`src/rtl/smu_pkg.sv`:
```
// Shared definitions for the stream supervisor: state encoding and LED colour codes.
// LED codes are packed {red, green, blue}.
package smu_pkg;

  typedef enum logic [2:0] {
    ST_WAIT_LOCK = 3'd0,
    ST_WARMUP    = 3'd1,
    ST_PREFILL   = 3'd2,
    ST_RUN       = 3'd3
  } state_e;

  typedef logic [2:0] led_t;

  localparam led_t LED_RED   = 3'b100;
  localparam led_t LED_GREEN = 3'b010;
  localparam led_t LED_BLUE  = 3'b001;
  localparam led_t LED_ALERT = 3'b110;

  // Green while streaming, amber-ish (green+red) once an underrun has ever been seen.
  function automatic led_t led_code(input state_e s, input logic udr_seen);
    case (s)
      ST_RUN:                 return udr_seen ? LED_ALERT : LED_GREEN;
      ST_WARMUP, ST_PREFILL:  return LED_BLUE;
      default:                return LED_RED;
    endcase
  endfunction

endpackage

```
`src/rtl/sync_edge_detect.sv`:
```
// Multi-flop synchroniser for an asynchronous level, with a one-cycle rising-edge pulse.
// rise is combinational from the last two flops, so the FSM acts on it STAGES+1 edges after the pin.
module sync_edge_detect #(
  parameter int STAGES = 2
) (
  input  logic clk,
  input  logic rst,
  input  logic d_async,
  output logic q_sync,
  output logic rise
);

  logic [STAGES:0] chain;

  always_ff @(posedge clk) begin
    if (rst) chain <= '0;
    else     chain <= {chain[STAGES-1:0], d_async};
  end

  assign q_sync = chain[STAGES-1];
  assign rise   = chain[STAGES-1] & ~chain[STAGES];

endmodule

```
`src/rtl/stream_supervisor.sv`:
```
// Supervisor for the I2S-to-S/PDIF path: lock qualification, frame warm-up, FIFO prefill,
// overrun/underrun accounting, frame-clock watchdog and status LEDs. All outputs registered.
module stream_supervisor
  import smu_pkg::*;
#(
  parameter int LOCK_STABLE_CYCLES = 1024,
  parameter int WARMUP_FRAMES      = 2,
  parameter int FIFO_DEPTH         = 16,
  parameter int PREFILL            = 8,
  parameter int FCLK_TIMEOUT       = 4096,
  parameter int SYNC_STAGES        = 2,
  parameter int CNT_W              = 8,
  localparam int LEVEL_W           = $clog2(FIFO_DEPTH + 1)
) (
  input  logic               clk,
  input  logic               rst,
  input  logic               pll_lock,
  input  logic               fclk,
  input  logic [LEVEL_W-1:0] fifo_level,
  output logic               sys_rst,
  output logic               write_en,
  output logic               read_en,
  output logic               led_r,
  output logic               led_g,
  output logic               led_b,
  output logic [2:0]         state_o,
  output logic [CNT_W-1:0]   overrun_cnt,
  output logic [CNT_W-1:0]   underrun_cnt
);

  localparam int LOCK_W  = $clog2(LOCK_STABLE_CYCLES + 1);
  localparam int FRAME_W = $clog2(WARMUP_FRAMES + 1);
  localparam int WD_W    = $clog2(FCLK_TIMEOUT + 1);

  logic lock_s, lock_rise_unused, fclk_s_unused, fclk_rise;

  sync_edge_detect #(.STAGES(SYNC_STAGES)) u_sync_fclk (
    .clk(clk), .rst(rst), .d_async(fclk), .q_sync(fclk_s_unused), .rise(fclk_rise)
  );

  sync_edge_detect #(.STAGES(SYNC_STAGES)) u_sync_lock (
    .clk(clk), .rst(rst), .d_async(pll_lock), .q_sync(lock_s), .rise(lock_rise_unused)
  );

  state_e             state_q, state_d;
  logic [LOCK_W-1:0]  lock_cnt_q, lock_cnt_d;
  logic [FRAME_W-1:0] frame_cnt_q, frame_cnt_d;
  logic [WD_W-1:0]    wd_cnt_q, wd_cnt_d;
  logic [CNT_W-1:0]   ovr_d, udr_d;
  logic               lvl_full, lvl_empty, timeout, ovr_evt, udr_evt;
  led_t               led_q;

  // Out-of-range levels are treated as full.
  assign lvl_full  = fifo_level >= LEVEL_W'(FIFO_DEPTH);
  assign lvl_empty = fifo_level == '0;
  assign timeout   = (state_q != ST_WAIT_LOCK) && (wd_cnt_q == WD_W'(FCLK_TIMEOUT - 1));
  assign ovr_evt   = (state_q == ST_RUN) && fclk_rise && lvl_full;
  assign udr_evt   = (state_q == ST_RUN) && fclk_rise && lvl_empty;

  always_comb begin
    state_d     = state_q;
    lock_cnt_d  = lock_cnt_q;
    frame_cnt_d = frame_cnt_q;
    wd_cnt_d    = '0;
    if (state_q != ST_WAIT_LOCK) wd_cnt_d = fclk_rise ? '0 : wd_cnt_q + WD_W'(1);

    case (state_q)
      ST_WAIT_LOCK: begin
        frame_cnt_d = '0;
        if (!lock_s) lock_cnt_d = '0;
        else if (lock_cnt_q == LOCK_W'(LOCK_STABLE_CYCLES - 1)) begin
          state_d    = ST_WARMUP;
          lock_cnt_d = '0;
        end else lock_cnt_d = lock_cnt_q + LOCK_W'(1);
      end
      ST_WARMUP: begin
        if (fclk_rise) begin
          if (frame_cnt_q == FRAME_W'(WARMUP_FRAMES - 1)) begin
            state_d     = ST_PREFILL;
            frame_cnt_d = '0;
          end else frame_cnt_d = frame_cnt_q + FRAME_W'(1);
        end
      end
      ST_PREFILL: if (fifo_level >= LEVEL_W'(PREFILL)) state_d = ST_RUN;
      ST_RUN:     if (udr_evt) state_d = ST_PREFILL;
      default:    state_d = ST_WAIT_LOCK;
    endcase

    // Lock loss and watchdog override everything else; event counters still update below.
    if ((state_q != ST_WAIT_LOCK) && (!lock_s || timeout)) begin
      state_d     = ST_WAIT_LOCK;
      lock_cnt_d  = '0;
      frame_cnt_d = '0;
      wd_cnt_d    = '0;
    end

    ovr_d = overrun_cnt;
    if (ovr_evt && (overrun_cnt != '1)) ovr_d = overrun_cnt + CNT_W'(1);
    udr_d = underrun_cnt;
    if (udr_evt && (underrun_cnt != '1)) udr_d = underrun_cnt + CNT_W'(1);
  end

  always_ff @(posedge clk) begin
    if (rst) begin
      state_q      <= ST_WAIT_LOCK;
      lock_cnt_q   <= '0;
      frame_cnt_q  <= '0;
      wd_cnt_q     <= '0;
      overrun_cnt  <= '0;
      underrun_cnt <= '0;
      sys_rst      <= 1'b1;
      write_en     <= 1'b0;
      read_en      <= 1'b0;
      led_q        <= LED_RED;
    end else begin
      state_q      <= state_d;
      lock_cnt_q   <= lock_cnt_d;
      frame_cnt_q  <= frame_cnt_d;
      wd_cnt_q     <= wd_cnt_d;
      overrun_cnt  <= ovr_d;
      underrun_cnt <= udr_d;
      sys_rst      <= state_d == ST_WAIT_LOCK;
      write_en     <= ((state_d == ST_PREFILL) || (state_d == ST_RUN)) && !lvl_full;
      read_en      <= (state_d == ST_RUN) && !lvl_empty;
      led_q        <= led_code(state_d, udr_d != '0);
    end
  end

  assign state_o               = state_q;
  assign {led_r, led_g, led_b} = led_q;

endmodule

```
`config.mk`:
```
export PLATFORM = sky130hd
export DESIGN_NAME = stream_supervisor
export DESIGN_NICKNAME = d
export VERILOG_FILES = /design/src/rtl/smu_pkg.sv /design/src/rtl/sync_edge_detect.sv /design/src/rtl/stream_supervisor.sv
export SDC_FILE = /design/constraint.sdc
export NUM_CORES = 1
export LEC_CHECK = 0
export ABC_AREA = 0
export ABC_CLOCK_PERIOD_IN_PS = 2000
export BUFFER_PORTS_ARGS = -buffer_cell sky130_fd_sc_hd__buf_4
export CORE_MARGIN = 4
export CORE_UTILIZATION = 50
export CTS_CLUSTER_DIAMETER = 120
export CTS_CLUSTER_SIZE = 40
export DETAILED_ROUTE_END_ITERATION = 16
export PLACE_DENSITY_LB_ADDON = 0.15
export RECOVER_POWER = 100
export SETUP_SLACK_MARGIN = 0.4
export SYNTH_ARGS = -nofsm -noshare
export SYNTH_HDL_FRONTEND = slang
export SYNTH_SLANG_ARGS = --single-unit
export TNS_END_PERCENT = 1
```
`constraint.sdc`:
```
create_clock -name clk -period 2 [get_ports clk]
set_input_delay 0.1 -clock clk [delete_from_list [all_inputs] [get_ports clk]]
set_output_delay 0.1 -clock clk [all_outputs]
set_load 0.01 [all_outputs]
```
==> results_dict.tcl, run 1 <==
set metrics [dict create \
    status "finished, final reports clean" \
    drt-wirelength-per-cell_um 13.7 \
    die_area_um2 6230 \
    synth_cell_types 52 \
    yosys-top-cells-count "dfxtp_1 (56), nor2_1 (46), nand2_1 (18), nor3_1 (16), xnor2_1 (15)" \
    async_flop_share_pct 0 \
    grt.busiest_layer "met2" \
    holdCritPathClass "in -> reg" \
    htreeDepth 2 \
    design.core.area_um2 4790 \
    synth.most_common_cell "dfxtp_1" \
    finalSetupViolations 0 \
    antenna_found_initial 0 \
    via_per_inst 5.32 \
    nets 345 \
    crit_family "simple AND/OR/NAND/NOR gates" \
    slew_headroom_pct 19.8 \
    period_minus_slack_ns 1.76 \
    reg2reg_from "state_o[0]" \
    syn-num-nets 294 \
    power_density_nw_per_um2 590 \
    synth_edf_count 0 \
    worstPathMaxFanout 8 \
    cts_tree "built" \
    drc_errors 0 \
    finalHoldViolations 0 \
    worst_pin_slew_ns 1.20 \
    synth_area_per_cell_um2 8.95 \
    dpl.hpwl_um 3560 \
    regArea_um2 1140 \
    synth_seq_cells 56 \
    multi_input_area_um2 1450 \
    crit_chain "and3b_1 > nand4b_1 > nor4b_2 > xnor2_1 > nor2_1" \
    startpoint_type "register" \
    globalRouteMet1Util_pct 24.1 \
    critPathLaunch "state_o[0]" \
    path_class "reg -> reg" \
    clock_sinks 56 \
    clk_latency_ns 0.31 \
    grt.met3_usage_pct 4.08 \
    nFillCells 426 \
    ioPinCount 34 \
    syn_inst 281 \
    cts_root_buf "clkbuf_8" \
    crit_buf_inv 0 \
    fmax_mhz 569 \
    ys.flop_type "dfxtp_1" \
    synth_area_leaders "dfxtp_1 (45%), nor2_1 (6.9%), xnor2_1 (5.2%), xor2_1 (4.5%), nor3_1 (3.2%)" \
    grt_pass1_wl_um 9560 \
    final_area_um2 3110 \
    use_met2_pct 32.1 \
    cpPeakStageDelay_ns 0.48 \
    initial_core_util_pct 52.6 \
    yosys_warnings 0 \
    placed_area_um2 2870 \
    n_antenna_cell 0 \
    dr.first_iter.drc_count 81 \
    routabilityCongestion 0.818 \
    timing.hold.ws_ns 0.0212 \
    maxSlewViolCount 0 \
    syn_to_final_growth_pct 23.6 \
    synth_top_area_cell "dfxtp_1" \
    irDropWorstVdd_mv 0.437 \
    crit_arrival_ns 1.91 \
    setup_tns_ns 0 \
    crit_required_ns 2.16 \
    drive_above_1_share_pct 23.1 \
    io_buffers 33 \
    final.period_utilization_pct 87.9 \
    maxCapViolations 0 \
    yosysSeqAreaShare_pct 44.6 \
    crit_path_end_kind "register" \
    overflow 0 \
    die_x_um 78.9 \
    vias 2129 \
    power_leakage_nw 1.07 \
    cts_buffers 5 \
    die_h_um 78.9 \
    slowest_stage "dfxtp_1" \
    rows 25 \
    cts.path.max_buffers 2 \
    holdCritStartpoint "fclk" \
    synth_top_area_share_pct 44.6 \
    grt_usage_pct 18.8 \
    skew_ns 0.00843 \
    drt_wl_total_um 5480 \
    drt_pass1_iterations 4 \
    clkTransAtPathRegs_ns 0.09 \
    final_antenna_net_count 0 \
    grt_pass1_vias 2072 \
    grt_max_degree 28 \
    synth_area_um2 2520 \
    rsz0062_at_grt "true" \
]
==> worst reg2reg max path, stage by stage, from the launching register on <==
cell      delay (ns)
dfxtp_1         0.48
and3b_1         0.32
nand4b_1        0.29
nor4b_2         0.32
xnor2_1         0.15
nor2_1          0.05
==> registers in the layout (all words and copies together) (netlist names) <==
signal,count
overrun_cnt,8
wd_cnt_q,13
write_en,1
state_o,3
led_q,3
u_sync_lock.chain,2
frame_cnt_q,2
sys_rst,1
u_sync_fclk.chain,3
underrun_cnt,8
lock_cnt_q,11
read_en,1
==> logic make-up (layout without fill, tap and decap cells) <==
kind of cell,count (synthesis),count (layout),synth area share [%]
adder cells (fa/ha/maj),4,4,1.99
other,1,1,0.149
AO/OA/AOI/OAI,36,36,10.4
AND/OR/NAND/NOR,139,140,29.5
multiplexers,2,2,0.796
buffers and inverters,15,66,2.83
flip-flops,56,56,44.6
XOR/XNOR,28,28,9.75
==> layout by cell type, fill, tap and decap left out, drive strengths merged, types with 2 or more instances in the layout <==
cell type and count:
dfxtp 56, nor2 46, clkbuf 30, buf 29, nand2 18, nor3 16
xnor2 15, nand3 14, xor2 13, a21oi 12, nor2b 8, nand4 7
o21ai 6, and3 6, inv 5, or4 4, nor3b 4, a211oi 4
ha 4, nand4b 3, or3 3, nor4 2, a211o 2, mux2i 2
dlygate4sd3 2, o2111ai 2, o31a 2, or2 2
==> per-stage QoR <==
stage	power (mW)	setup slack (ns)	cells	util (%)
5_1_grt	1.90	0.143	400	65.0
3_5_place_dp	1.22	0.156	376	59.9
3_3_place_gp	1.22	0.155	376	59.9
2_1_floorplan	1.20	0.390	281	-
6_report	1.84	0.243	400	65.0
4_1_cts	1.86	0.331	398	66.7
==> area by class of cell <==
cell class | instances | share of cell area [%]
multi-input cells | 211 | 46.6
repair buffers | 53 | 10.4
well taps | 67 | 2.70
clock buffers | 8 | 2.90
inverters | 5 | 0.604
flip-flops and latches | 56 | 36.8
==> report_power, final <==
part	internal [mW]	switching, mW	leakage, nW
registers	1.12	0.00843	0.461
logic	0.0360	0.0422	0.567
clock network	0.283	0.347	0.0455
total	1.44	0.397	1.07
==> metal layers <==
| metal | vias up | share of wire, % |
|---|---|---|
| met3 | 7 | 4.0 |
| met1 | 998 | 47 |
| met4 | 0 | 0.91 |
| met2 | 41 | 48 |
| li1 | 1083 | - |
| met5 | - | 0 |
==> final timing paths <==
kind | endpoint | slack [ns] | depth (start not counted)
worst max-delay path | underrun_cnt[7] | 0.24 | 5
worst min-delay path | u_sync_fclk.chain[0] | 0.02 | 2
worst max register to register | underrun_cnt[7] | 0.24 | 5
worst min register to register | u_sync_fclk.chain[1] | 0.44 | 1
==> repair_timing <==
item,4_1_cts,5_1_grt
endpoints found under the setup margin,40,47
endpoints found under the hold margin,2,0
gates resized for setup,30,10
gates cloned,1,0
setup buffers,11,2
pin swaps,11,5
hold buffers,2,0
(Power assumes the default switching activity.)
==> run 2, diff against run 1 <==
Settings changed: ABC_AREA 0 to 1.
==> run 2 against run 1 <==
Effect of this change:
- design area is 0.16% lower
- worst hold slack worse by 0.0039 ns
- final cell count up 18%
- global-route usage is 1.7 points lower
- synthesized cell count rose by 26%
- critical path depth grew 3
- via count rose by 7.1%
- clock skew down 0.00094 ns
- first-iteration DRC count down 37%
- non-clock buffer count down 11
- critical path type unchanged
- critical endpoint is now wd_cnt_q[7]
- largest cell class unchanged
- highest routed layer unchanged
==> results_dict.tcl, run 2 <==
set metrics [dict create \
    synth_area_leaders "dfxtp_1 (43%), nand2_1 (11%), nor2_1 (7.0%), inv_1 (5.7%), nand3_1 (4.4%)" \
    worstPathMaxFanout 13 \
    syn_to_final_growth_pct 18.2 \
    cts_root_buf "clkbuf_8" \
    crit_arrival_ns 1.91 \
    cts_buffers 5 \
    cp_common_cell "nand3_2" \
    irDropWorstVdd_mv 0.336 \
    setup_tns_ns 0 \
    drt-met1-wl_um 2360 \
    final_antenna_net_count 0 \
    topRoutingLayerUsed "met4" \
    critical_path_depth 8 \
    rows 26 \
    synth_cell_types 31 \
    synth_top_area_cell "dfxtp_1" \
    timing.hold.ws_ns 0.0173 \
    finalSetupViolations 0 \
    r2r_slack_ns 0.28 \
    clkTransAtPathRegs_ns 0.10 \
    crit_chain "ha_2 > nand3_2 > nor2_4 > nand4_1 > a21oi_1 > nor2_2 > nand3_2 > nor2_1" \
    nFillCells 520 \
    synth_area_per_cell_um2 7.40 \
    final_common_cell "nand2_1" \
    crit_buf_inv 0 \
    antenna_found_initial 0 \
    wl_met2_um 2520 \
    dr.first_iter.drc_count 51 \
    top_register "wd_cnt_q" \
    syn_inst 355 \
    slowest_stage "dfxtp_1" \
    design.core.area_um2 5110 \
    syn-num-nets 368 \
    grt_max_degree 23 \
    maxCapViolations 0 \
    regArea_um2 1120 \
    path_class "reg -> reg" \
    holdCritStartpoint "fifo_level[4]" \
    drt_pass1_iterations 4 \
    synth_seq_cells 56 \
    die_area_um2 6480 \
    synth_top_area_share_pct 42.7 \
    crit_required_ns 2.19 \
    rsz0062_at_grt "true" \
    yosys_warnings 0 \
    critPathLaunch "wd_cnt_q[1]" \
    status "finished, final reports clean" \
    drive_above_1_share_pct 17.4 \
    clk_latency_ns 0.30 \
    maxSlewViolCount 0 \
    htreeDepth 2 \
    reg2reg_from "wd_cnt_q[1]" \
    dpl.hpwl_um 3670 \
    synth_area_um2 2630 \
    cpPeakStageDelay_ns 0.36 \
    final.period_utilization_pct 85.8 \
    yosys-top-cells-count "nand2_1 (78), dfxtp_1 (56), nor2_1 (49), inv_1 (40), nand3_1 (23)" \
    period_minus_slack_ns 1.72 \
    power_leakage_nw 1.24 \
    final_cell_mix "nand2_1 (73), dfxtp_1 (54), nor2_1 (48)" \
    yosysSeqAreaShare_pct 42.7 \
    vias 2281 \
    fmax_mhz 583 \
    largest_registers "wd_cnt_q: 13 flops, lock_cnt_q: 11 flops" \
    finalHoldViolations 0 \
    cts.path.max_buffers 2 \
    synth.most_common_cell "nand2_1" \
    drt_wl_total_um 5170 \
    startpoint_type "register" \
    cts_tree "built" \
    async_flop_share_pct 0 \
    io_buffers 33 \
    grt_pass1_vias 2040 \
    synth_edf_count 0 \
    largest_register_ffs 13 \
    nets 415 \
    multi_input_area_um2 1360 \
    crit_path_end_kind "register" \
    overflow 0 \
    crit_family "simple AND/OR/NAND/NOR gates" \
    die_h_um 80.5 \
    holdCritPathClass "in -> reg" \
    drc_errors 0 \
    n_antenna_cell 0 \
    min_path_cells 2 \
    drt-wirelength-per-cell_um 10.9 \
    clock_sinks 56 \
    grt_pass1_wl_um 8850 \
    ys.flop_type "dfxtp_1" \
    power_density_nw_per_um2 617 \
    grt_usage_pct 17.1 \
    initial_core_util_pct 51.4 \
    r2r_cells 8 \
    die_x_um 80.5 \
    via_per_inst 4.82 \
    met3_length_um 235 \
    routabilityCongestion 0.809 \
    ioPinCount 34 \
    skew_ns 0.00750 \
]
-- run 2: per-stage QoR --
| step | cells | power, mW | cell area, um2 | utilization, % | setup slack, ns |
|---|---|---|---|---|---|
| after global routing | 473 | 2.00 | 3100 | 60.8 | 0.143 |
| after global placement | 455 | 1.22 | 2940 | 57.6 | 0.207 |
| after floorplan | 355 | 1.19 | 2630 | - | 0.429 |
| after detailed placement | 455 | 1.22 | 2940 | 57.6 | 0.222 |
| final | 473 | 1.92 | 3100 | 60.8 | 0.284 |
| after CTS | 466 | 1.95 | 3090 | 60.4 | 0.314 |
-- run 2: worst paths after layout --
check / endpoint
max: wd_cnt_q[7]
min: write_en
max reg2reg: wd_cnt_q[7]
min reg2reg: u_sync_lock.chain[1]
-- run 2: layer usage --
layer / global-route usage, % / vias up
li1: - / 1226
met1: 21.8 / 1003
met2: 28.3 / 43
met3: 4.71 / 9
met4: 4.56 / 0
met5: 0 / -
-- run 2: worst register-to-register path: cells and delay by family (launching register included) --
| kind | cells | cell delay (ns) |
|---|---|---|
| compound gates | 1 | 0.26 |
| fa+ha+maj | 1 | 0.20 |
| flops | 1 | 0.36 |
| simple gates | 6 | 0.77 |
-- run 2: kinds of logic (layout without fill, tap and decap cells) --
group                      count (synthesis)  in the layout  share of synthesized area (%)
and+or+nand+nor                          192            193                           35.1
DFF                                       56             56                           42.7
adders and majority gates                  4              4                           1.91
AOI/OAI and AO/OA                         38             38                           7.72
other                                      1              1                          0.143
xor gates and xnor gates                  16             16                           5.34
buffers and inverters                     48             95                           7.15
-- run 2: cell type report --
cell class                      count  area share, %
Clock buffer                        6           2.34
Clock inverter                      2           1.13
Inverter                           45           5.52
Multi-Input combinational cell    252           43.7
Sequential cell                    56           36.2
Tap cell                           70           2.82
Timing Repair Buffer               42           8.26
-- run 2: where the power goes --
| part | internal, mW | total, mW | switching [mW] | leakage, nW |
|---|---|---|---|---|
| Clock | 0.372 | 0.720 | 0.348 | 0.0552 |
| Combinational | 0.0254 | 0.0695 | 0.0440 | 0.730 |
| Sequential | 1.12 | 1.13 | 0.00560 | 0.453 |
| Total | 1.52 | 1.92 | 0.397 | 1.24 |
-- run 2: what timing repair did --
action                                  CTS  global route
hold endpoints to repair                  2             0
pin swaps                                 1            10
endpoints found under the setup margin   29            40
resized for setup                         3            26
cloned                                    1             0
setup buffers                             0             7
hold buffers                              2             0
